[config.mk]
export PLATFORM = sky130hd
export DESIGN_NAME = slow_clock_monitor
export DESIGN_NICKNAME = d
export VERILOG_FILES = /design/src/rtl/slow_clock_monitor.sv
export SDC_FILE = /design/constraint.sdc
export NUM_CORES = 1
export LEC_CHECK = 0
export ABC_AREA = 1
export ABC_CLOCK_PERIOD_IN_PS = 3600
export BUFFER_PORTS_ARGS = -buffer_cell sky130_fd_sc_hd__buf_4
export CELL_PAD_IN_SITES_DETAIL_PLACEMENT = 2
export CELL_PAD_IN_SITES_GLOBAL_PLACEMENT = 2
export CORE_AREA = 2 2 126 128
export CTS_CLUSTER_DIAMETER = 100
export CTS_CLUSTER_SIZE = 20
export DETAILED_ROUTE_END_ITERATION = 12
export DIE_AREA = 0 0 128 130
export PLACE_DENSITY = 0.88
export SETUP_SLACK_MARGIN = 0.15
export SYNTH_ARGS = -nofsm -noshare
export SYNTH_HDL_FRONTEND = slang
export SYNTH_SLANG_ARGS = --single-unit
[constraint.sdc]
create_clock -name clk_50MHz -period 3.6 [get_ports clk_50MHz]
set_clock_uncertainty 0.05 [all_clocks]
set_input_delay 0.36 -clock clk_50MHz [delete_from_list [all_inputs] [get_ports clk_50MHz]]
set_output_delay 0.36 -clock clk_50MHz [all_outputs]
set_load 0.005 [all_outputs]
[src/rtl/slow_clock_monitor.sv]
// Slow-clock health monitor: synchronises clk_in, measures edge-to-edge intervals in clk_50MHz cycles,
// flags tolerance and stuck input. Define MONITOR_RISING_ONLY_EN to measure full periods (rising edges only).
module slow_clock_monitor #(
  parameter int unsigned CNT_W    = 26,
  parameter int unsigned EXP_HALF = 25_000_001,
  parameter int unsigned TOL      = 1000,
  parameter int unsigned TIMEOUT  = 60_000_000
) (
  input  logic             clk_50MHz,
  input  logic             reset,
  input  logic             clk_in,
  output logic             edge_tick,
  output logic [CNT_W-1:0] period_cnt,
  output logic             meas_valid,
  output logic             in_range,
  output logic             stuck
);

  localparam int unsigned MW = CNT_W + 1;
`ifdef MONITOR_RISING_ONLY_EN
  localparam int unsigned EXP_CNT = 2 * EXP_HALF;
`else
  localparam int unsigned EXP_CNT = EXP_HALF;
`endif

  typedef enum logic [1:0] {
    ST_IDLE  = 2'd0,
    ST_ARMED = 2'd1,
    ST_STUCK = 2'd2
  } state_e;

  state_e           state_q, state_d;
  logic             s1_q, s1_d;
  logic             s2_q, s2_d;
  logic             prev_q, prev_d;
  logic [CNT_W-1:0] cnt_q, cnt_d;
  logic             edge_tick_q, edge_tick_d;
  logic [CNT_W-1:0] period_q, period_d;
  logic             meas_valid_q, meas_valid_d;
  logic             in_range_q, in_range_d;
  logic             stuck_q, stuck_d;

  logic             edge_c;
  logic             timeout_c;
  logic [MW-1:0]    meas_c;
  logic [MW-1:0]    dev_c;
  logic             ok_c;

  // Synchroniser, edge qualification and interval arithmetic
  always_comb begin
    s1_d   = clk_in;
    s2_d   = s1_q;
    prev_d = s2_q;
`ifdef MONITOR_RISING_ONLY_EN
    edge_c = s2_q & ~prev_q;
`else
    edge_c = s2_q ^ prev_q;
`endif
    meas_c    = {1'b0, cnt_q} + MW'(1);
    dev_c     = (meas_c >= MW'(EXP_CNT)) ? (meas_c - MW'(EXP_CNT)) : (MW'(EXP_CNT) - meas_c);
    ok_c      = (dev_c <= MW'(TOL));
    // Fires on the cycle the counter is about to reach TIMEOUT
    timeout_c = (cnt_q == CNT_W'(TIMEOUT - 1));

    if (edge_c) begin
      cnt_d = '0;
    end else if (cnt_q == CNT_W'(TIMEOUT)) begin
      cnt_d = cnt_q;
    end else begin
      cnt_d = cnt_q + CNT_W'(1);
    end
  end

  // Next-state and registered-output logic; an edge always takes priority over timeout
  always_comb begin
    state_d      = state_q;
    period_d     = period_q;
    meas_valid_d = 1'b0;
    in_range_d   = in_range_q;
    edge_tick_d  = edge_c;

    case (state_q)
      ST_IDLE: begin
        if (edge_c) begin
          state_d = ST_ARMED;
        end else if (timeout_c) begin
          state_d    = ST_STUCK;
          in_range_d = 1'b0;
        end
      end
      ST_ARMED: begin
        if (edge_c) begin
          period_d     = meas_c[CNT_W-1:0];
          meas_valid_d = 1'b1;
          in_range_d   = ok_c;
        end else if (timeout_c) begin
          state_d    = ST_STUCK;
          in_range_d = 1'b0;
        end
      end
      ST_STUCK: begin
        // Interval since recovery edge is partial, so no measurement here
        if (edge_c) begin
          state_d = ST_ARMED;
        end
      end
      default: begin
        state_d = ST_IDLE;
      end
    endcase

    stuck_d = (state_d == ST_STUCK);
  end

  always_ff @(posedge clk_50MHz or posedge reset) begin
    if (reset) begin
      state_q      <= ST_IDLE;
      s1_q         <= 1'b0;
      s2_q         <= 1'b0;
      prev_q       <= 1'b0;
      cnt_q        <= '0;
      edge_tick_q  <= 1'b0;
      period_q     <= '0;
      meas_valid_q <= 1'b0;
      in_range_q   <= 1'b0;
      stuck_q      <= 1'b0;
    end else begin
      state_q      <= state_d;
      s1_q         <= s1_d;
      s2_q         <= s2_d;
      prev_q       <= prev_d;
      cnt_q        <= cnt_d;
      edge_tick_q  <= edge_tick_d;
      period_q     <= period_d;
      meas_valid_q <= meas_valid_d;
      in_range_q   <= in_range_d;
      stuck_q      <= stuck_d;
    end
  end

  assign edge_tick  = edge_tick_q;
  assign period_cnt = period_q;
  assign meas_valid = meas_valid_q;
  assign in_range   = in_range_q;
  assign stuck      = stuck_q;

endmodule

**Word level (Yosys, flattened, before mapping)**

Index checks and enable logic that the tools add are counted.

- Flip-flop bits (word level): 61
- Input port bits: 3
- Word-level logic and storage cells: 42
- Output and inout port bits: 30

- Equal/unequal tests: 7
- Bitwise gates (word level): 1
- Order comparisons: 2
- Add/subtract/negate cells: 4
- Muxes and demuxes: 14
- Reduce and logical (&&, ||, !) cells: 4

Operator list:

| cell | count |
|---|---|
| $eq A26 B26 Y1 const B | 2 |
| $mux W26 | 2 |
| $add A26 B1 Y27 const B | 1 |
| $ge A27 B25 Y1 const B | 1 |
| $le A27 B10 Y1 const B | 1 |
| $mux W27 | 1 |
| $sub A25 B27 Y27 const A | 1 |
| $sub A27 B25 Y27 const B | 1 |
| $add A26 B1 Y26 const B | 1 |
| $mux W2 | 4 |
| $pmux W2 S3 | 1 |
| $mux W1 | 5 |
| $eq A2 B2 Y1 const B | 2 |
| $ne A2 B2 Y1 const B | 2 |
| $reduce_and A2 Y1 | 2 |
| $eq A2 B1 Y1 const B | 1 |
| $logic_not A2 Y1 | 1 |
| $pmux W1 S2 | 1 |
| $reduce_bool A2 Y1 | 1 |
| $xor A1 B1 Y1 | 1 |

**Depth between registers and ports, before layout**

- Depth after elaboration: 6
- Depth in mapped cells: 28
- Depth with buffers taken out: 27

**Least setup slack after synthesis**

No wires, ideal clock.

- Kind: register to register
- Start: register cnt_q[0]
- End: register in_range_q (netlist: in_range)
- Setup time: 0.116 ns
- Path buffers: 2
- Arrival time: 2.937 ns
- Cell stages (with the launch flop): 27
- Path slack: 0.497 ns
- Clock period less this slack: 3.103 ns
- Data required time: 3.434 ns
- Cells stage by stage: dfrtp_1 > ha_1 > buf_2 > nand2_1 > nand2_1 > ha_1 > a21boi_0 > nand3_1 > nand2_1 > nand3_2 > nand2_1 > nor2_2 > nand2_1 > nand2_2 > nor2_4 > inv_2 > buf_6 > nand2_1 > nand2_1 > nor2_1 > nand2_1 > nor2_1 > nand2_1 > nand3_1 > nand2_1 > nand2_1 > nand2_1

- Word-level cells in the longest chain between the ends: 6
- Elaborated cells between the ends (all ways): 11
- Those cells by class: add/sub (3); order compare (2); eq/ne (1); mux (5)

Ends and longest elaborated chain:

| item | line | text |
|---|---|---|
| start: declaration | 36 | `logic [CNT_W-1:0] cnt_q, cnt_d;` |
| start signal: assignment | 132 | `cnt_q <= cnt_d;` |
| $add A26 B1 Y27 | 59 | `meas_c = {1'b0, cnt_q} + MW'(1);` |
| $sub A25 B27 Y27 (tied with other cells) | 60 | `dev_c = (meas_c >= MW'(EXP_CNT)) ? (meas_c - MW'(EXP_CNT)) : (MW'(EXP_CNT) - meas_c);` |
| $mux W27 | 60 |  |
| $le A27 B10 Y1 | 61 | `ok_c = (dev_c <= MW'(TOL));` |
| $mux W1 | 92 | `if (edge_c) begin` |
| $pmux W1 S2 * | 82 | `case (state_q)` |
| end signal: assignment | 136 | `in_range_q <= in_range_d;` |
| end: declaration | 40 | `logic in_range_q, in_range_d;` |

Mark *: on every way between the ends. The rest lies on a longest branch, timed or not. The select of a mux whose other input is x is not followed.
A chain may end at the register's enable or synchronous reset.

**Final worst setup path**

- Start: register cnt_q[19]
- End: register in_range_q (netlist: in_range)

Same word-level chain as after synthesis.

==> impl_metrics.json <==
{
  "run_status": "finished, violations left",
  "violations_in_the_final_reports": "setup timing",
  "synthToLayoutAreaGrowth_pct": 44.2,
  "drive_gt1_frac": 0.334,
  "via_count_of_the_first_global_routing_pass": 6519,
  "grt_start_max_net_pins": 46,
  "dpl.hpwl_um": 17200,
  "cts.clk_slew.worst_paths_ns": 0.07,
  "clock_insertion_delay_at_the_later_pin_of_the_skew_report_ns": 0.37,
  "syn_area_per_cell_um2": 6.16,
  "final.period_utilization": 1.07,
  "worst_setup_path_category": "reg2reg",
  "hp-class": "in2reg",
  "maxSlewHeadroom": 0.276,
  "placement.cell_area_mm2": 0.00561,
  "rows": 46,
  "synth_area_mm2": 0.00497,
  "report.final.hold_viol_count": 0,
  "post_synth_most_frequent_cells": "301 x sky130_fd_sc_hd__nand2_1, 105 x sky130_fd_sc_hd__nor2_1, 72 x sky130_fd_sc_hd__inv_1",
  "boundaryPins": 33,
  "hold_buffers": 0,
  "yosys_warnings": 0,
  "synth_top_cells_by_area": "sky130_fd_sc_hd__dfrtp_1 31%, sky130_fd_sc_hd__nand2_1 23%, sky130_fd_sc_hd__nor2_1 7.9%",
  "register_area_mm2": 0.00154,
  "max_slew.worst_pin.slew_ns": 1.08,
  "synth_area_leader_cell": "sky130_fd_sc_hd__dfrtp_1",
  "average_wire_per_standard_cell_um": 29.2,
  "final_period_minus_worst_setup_slack_ns": 3.85,
  "floorplan.die.width_um": 128,
  "fmax_mhz": 260,
  "multi_input_comb_area_mm2": 0.00373,
  "crit_path_cell_trace": "nand2_1, nor2_1, nand2_1, nor3_1, inv_1, nand2_1, inv_1, nand2_1, nor2_2, nand2_2, nand2_2, nor2_4, buf_8, nand2_1, o21ai_2, nand2_1, nand3_1, nand2_1, nand2_1, nand3_1, nand2_1, nand2_1, nand2_1",
  "synthCells": 807,
  "max_cap_viol_count": 0,
  "worstPathMaxFanout": 6,
  "drt_iter0_markers": 539,
  "start_util": 0.323,
  "critical_path_arrival_ns": 4.11,
  "vias": 6707,
  "floorplan.die.height_um": 130,
  "port_buffers": 32,
  "max_slew_violation_total_from_the_final_report": 0,
  "clock_tree_from_tritoncts": "done",
  "first_pass_detailed_route_iteration_total": 5,
  "crit_slowest_cell": "sky130_fd_sc_hd__dfrtp_1",
  "synthDistinctLibCells": 34,
  "ys_seq_elements": 61,
  "timing.hold.worst.start": "clk_in",
  "remaining_drc_errors": 0,
  "crit_path_frequent_cell": "sky130_fd_sc_hd__nand2_1",
  "synth_sequential_area_ratio": 0.307,
  "tritoncts_buffer_count": 9,
  "yosys.cell_count.top_type": "sky130_fd_sc_hd__nand2_1",
  "post-synth-top-area-fraction": 0.307,
  "floorplan.die_area_mm2": 0.0166,
  "fin_nets": 939,
  "placer_s_final_routability_congestion_estimate": 0.899,
  "synth_enable_flop_cells": 0,
  "synth_flop_cell": "sky130_fd_sc_hd__dfrtp_1",
  "routed_wirelength_um": 33000,
  "ys_async_sr_fraction": 1.00,
  "cts_root_buf": "sky130_fd_sc_hd__clkbuf_16",
  "cts_num_sinks": 61,
  "finalInstanceArea_mm2": 0.00717,
  "setup.worst_path.start": "cnt_q[19]",
  "clk_path_buf_depth": 2,
  "setup_slack_ns": -0.247,
  "initial_antenna_violation_count": 1,
  "num-fill-cells": 1806,
  "h_tree_levels": 3,
  "grt.total_usage": 0.295,
  "peakVddDrop_v": 0.000397,
  "worstPathRequired_ns": 3.86,
  "leakage_dissipation_nw": 3.43,
  "p_total_mw": 2.00,
  "number_of_setup_violations_in_the_final_report": 1,
  "power.density_cell_area_mw_per_mm2": 278,
  "coreArea_mm2": 0.0154,
  "global_route.overflow_total": 0,
  "end_kind": "register",
  "critical_path.max_stage_delay_ns": 0.50,
  "final_antenna_net_count": 0,
  "r2r_start": "cnt_q[19]",
  "grt_first_pass_wirelength_um": 37200,
  "synthesis.nets": 815,
  "detail_route.vias_per_cell": 5.94,
  "ff2ff_setup_slack_ns": -0.25,
  "crit_path_start_kind": "register"
}
path summary, 6_finish.rpt:
path | to | cells after the start
max in group asynchronous | period_cnt[21] | 3
hold reg to reg | prev_d | 0
setup / recovery | in_range | 23
setup reg to reg | in_range | 23
min in group asynchronous | meas_valid | 2
hold / removal | s1_q | 1
kinds of logic (layout without fill, tap and decap cells):
group / after synthesis / in the layout / synth area share
compound gates: 69 / 69 / 0.0734
xor+xnor: 18 / 18 / 0.0317
fa+ha+maj: 5 / 5 / 0.0126
buf+inv: 92 / 221 / 0.0750
flops: 61 / 61 / 0.307
other cells: 0 / 1 / 0
simple gates: 562 / 562 / 0.501
repair_timing:
item / 4_1_cts / 5_1_grt
cloned: 0 / 1
buffers inserted: 13 / 51
endpoints found under the setup margin: 1 / 1
pin swaps: 6 / 55
gates resized for setup: 29 / 168
per-layer routing:
layer	GRT usage	vias up	routed length, um
met2	0.533	341	16200
met1	0.344	3398	12600
met4	0.158	0	2550
met5	0	-	0
li1	-	2809	-
met3	0.0316	159	1700
layout make-up:
| cell class | instances | share of cell area |
|---|---|---|
| Clock inverter | 7 | 0.0103 |
| Tap cell | 192 | 0.0335 |
| Timing Repair Buffer | 125 | 0.145 |
| Clock buffer | 9 | 0.0314 |
| Antenna cell | 1 | 0.000349 |
| Inverter | 80 | 0.0446 |
| Sequential cell | 61 | 0.215 |
| Multi-Input combinational cell | 654 | 0.520 |
state kept, by name, summed over array words and instances, names as in the netlist:
name	count
edge_tick	1
stuck	1
period_cnt	26
s1_q	1
cnt_q	26
prev_q	1
state_q	2
meas_valid	1
in_range	1
prev_d	1
through the flow:
stage	instances	hold slack, ns	TNS (ns)	setup WS, ns	util
final	1129	0.0573	-0.247	-0.247	0.465
after global routing	1128	0.0598	-0.277	-0.277	0.465
after CTS	1076	0.0669	0	0.152	0.396
after detailed placement	1047	0.290	-0.160	-0.160	0.363
after global placement	1047	0.283	0	0.136	0.363
after floorplan	807	0.281	0	0.497	-
power by group:
group          total [mW]  switching (mW)  internal, mW
clock               0.976           0.435         0.541
combinational       0.307           0.197         0.110
sequential          0.713          0.0143         0.698
total                2.00           0.646          1.35
critical path, delay by kind of cell, from the launching register on:
kind,cells,cell delay (ns)
flops,1,0.50
compound gates,1,0.15
simple gates,19,2.70
buf+inv,3,0.36
cells in the final DEF, fill, tap and decap left out, types with 7 or more instances in the layout:
cell,count
sky130_fd_sc_hd__dfrtp_1,50
sky130_fd_sc_hd__buf_6,8
sky130_fd_sc_hd__nand2_2,38
sky130_fd_sc_hd__buf_4,111
sky130_fd_sc_hd__inv_1,67
sky130_fd_sc_hd__o21ai_0,40
sky130_fd_sc_hd__nand2_4,28
sky130_fd_sc_hd__nand2_1,265
sky130_fd_sc_hd__xor2_1,16
sky130_fd_sc_hd__nand4_1,19
sky130_fd_sc_hd__clkbuf_16,10
sky130_fd_sc_hd__dfrtp_2,11
sky130_fd_sc_hd__nor2_2,16
sky130_fd_sc_hd__inv_2,7
sky130_fd_sc_hd__nand3_2,9
sky130_fd_sc_hd__nand3_1,52
sky130_fd_sc_hd__nor3_1,7
sky130_fd_sc_hd__nor2_1,75
sky130_fd_sc_hd__nor2_4,34
sky130_fd_sc_hd__a21oi_1,12
Note: power is estimated with default switching activity, not from simulation.
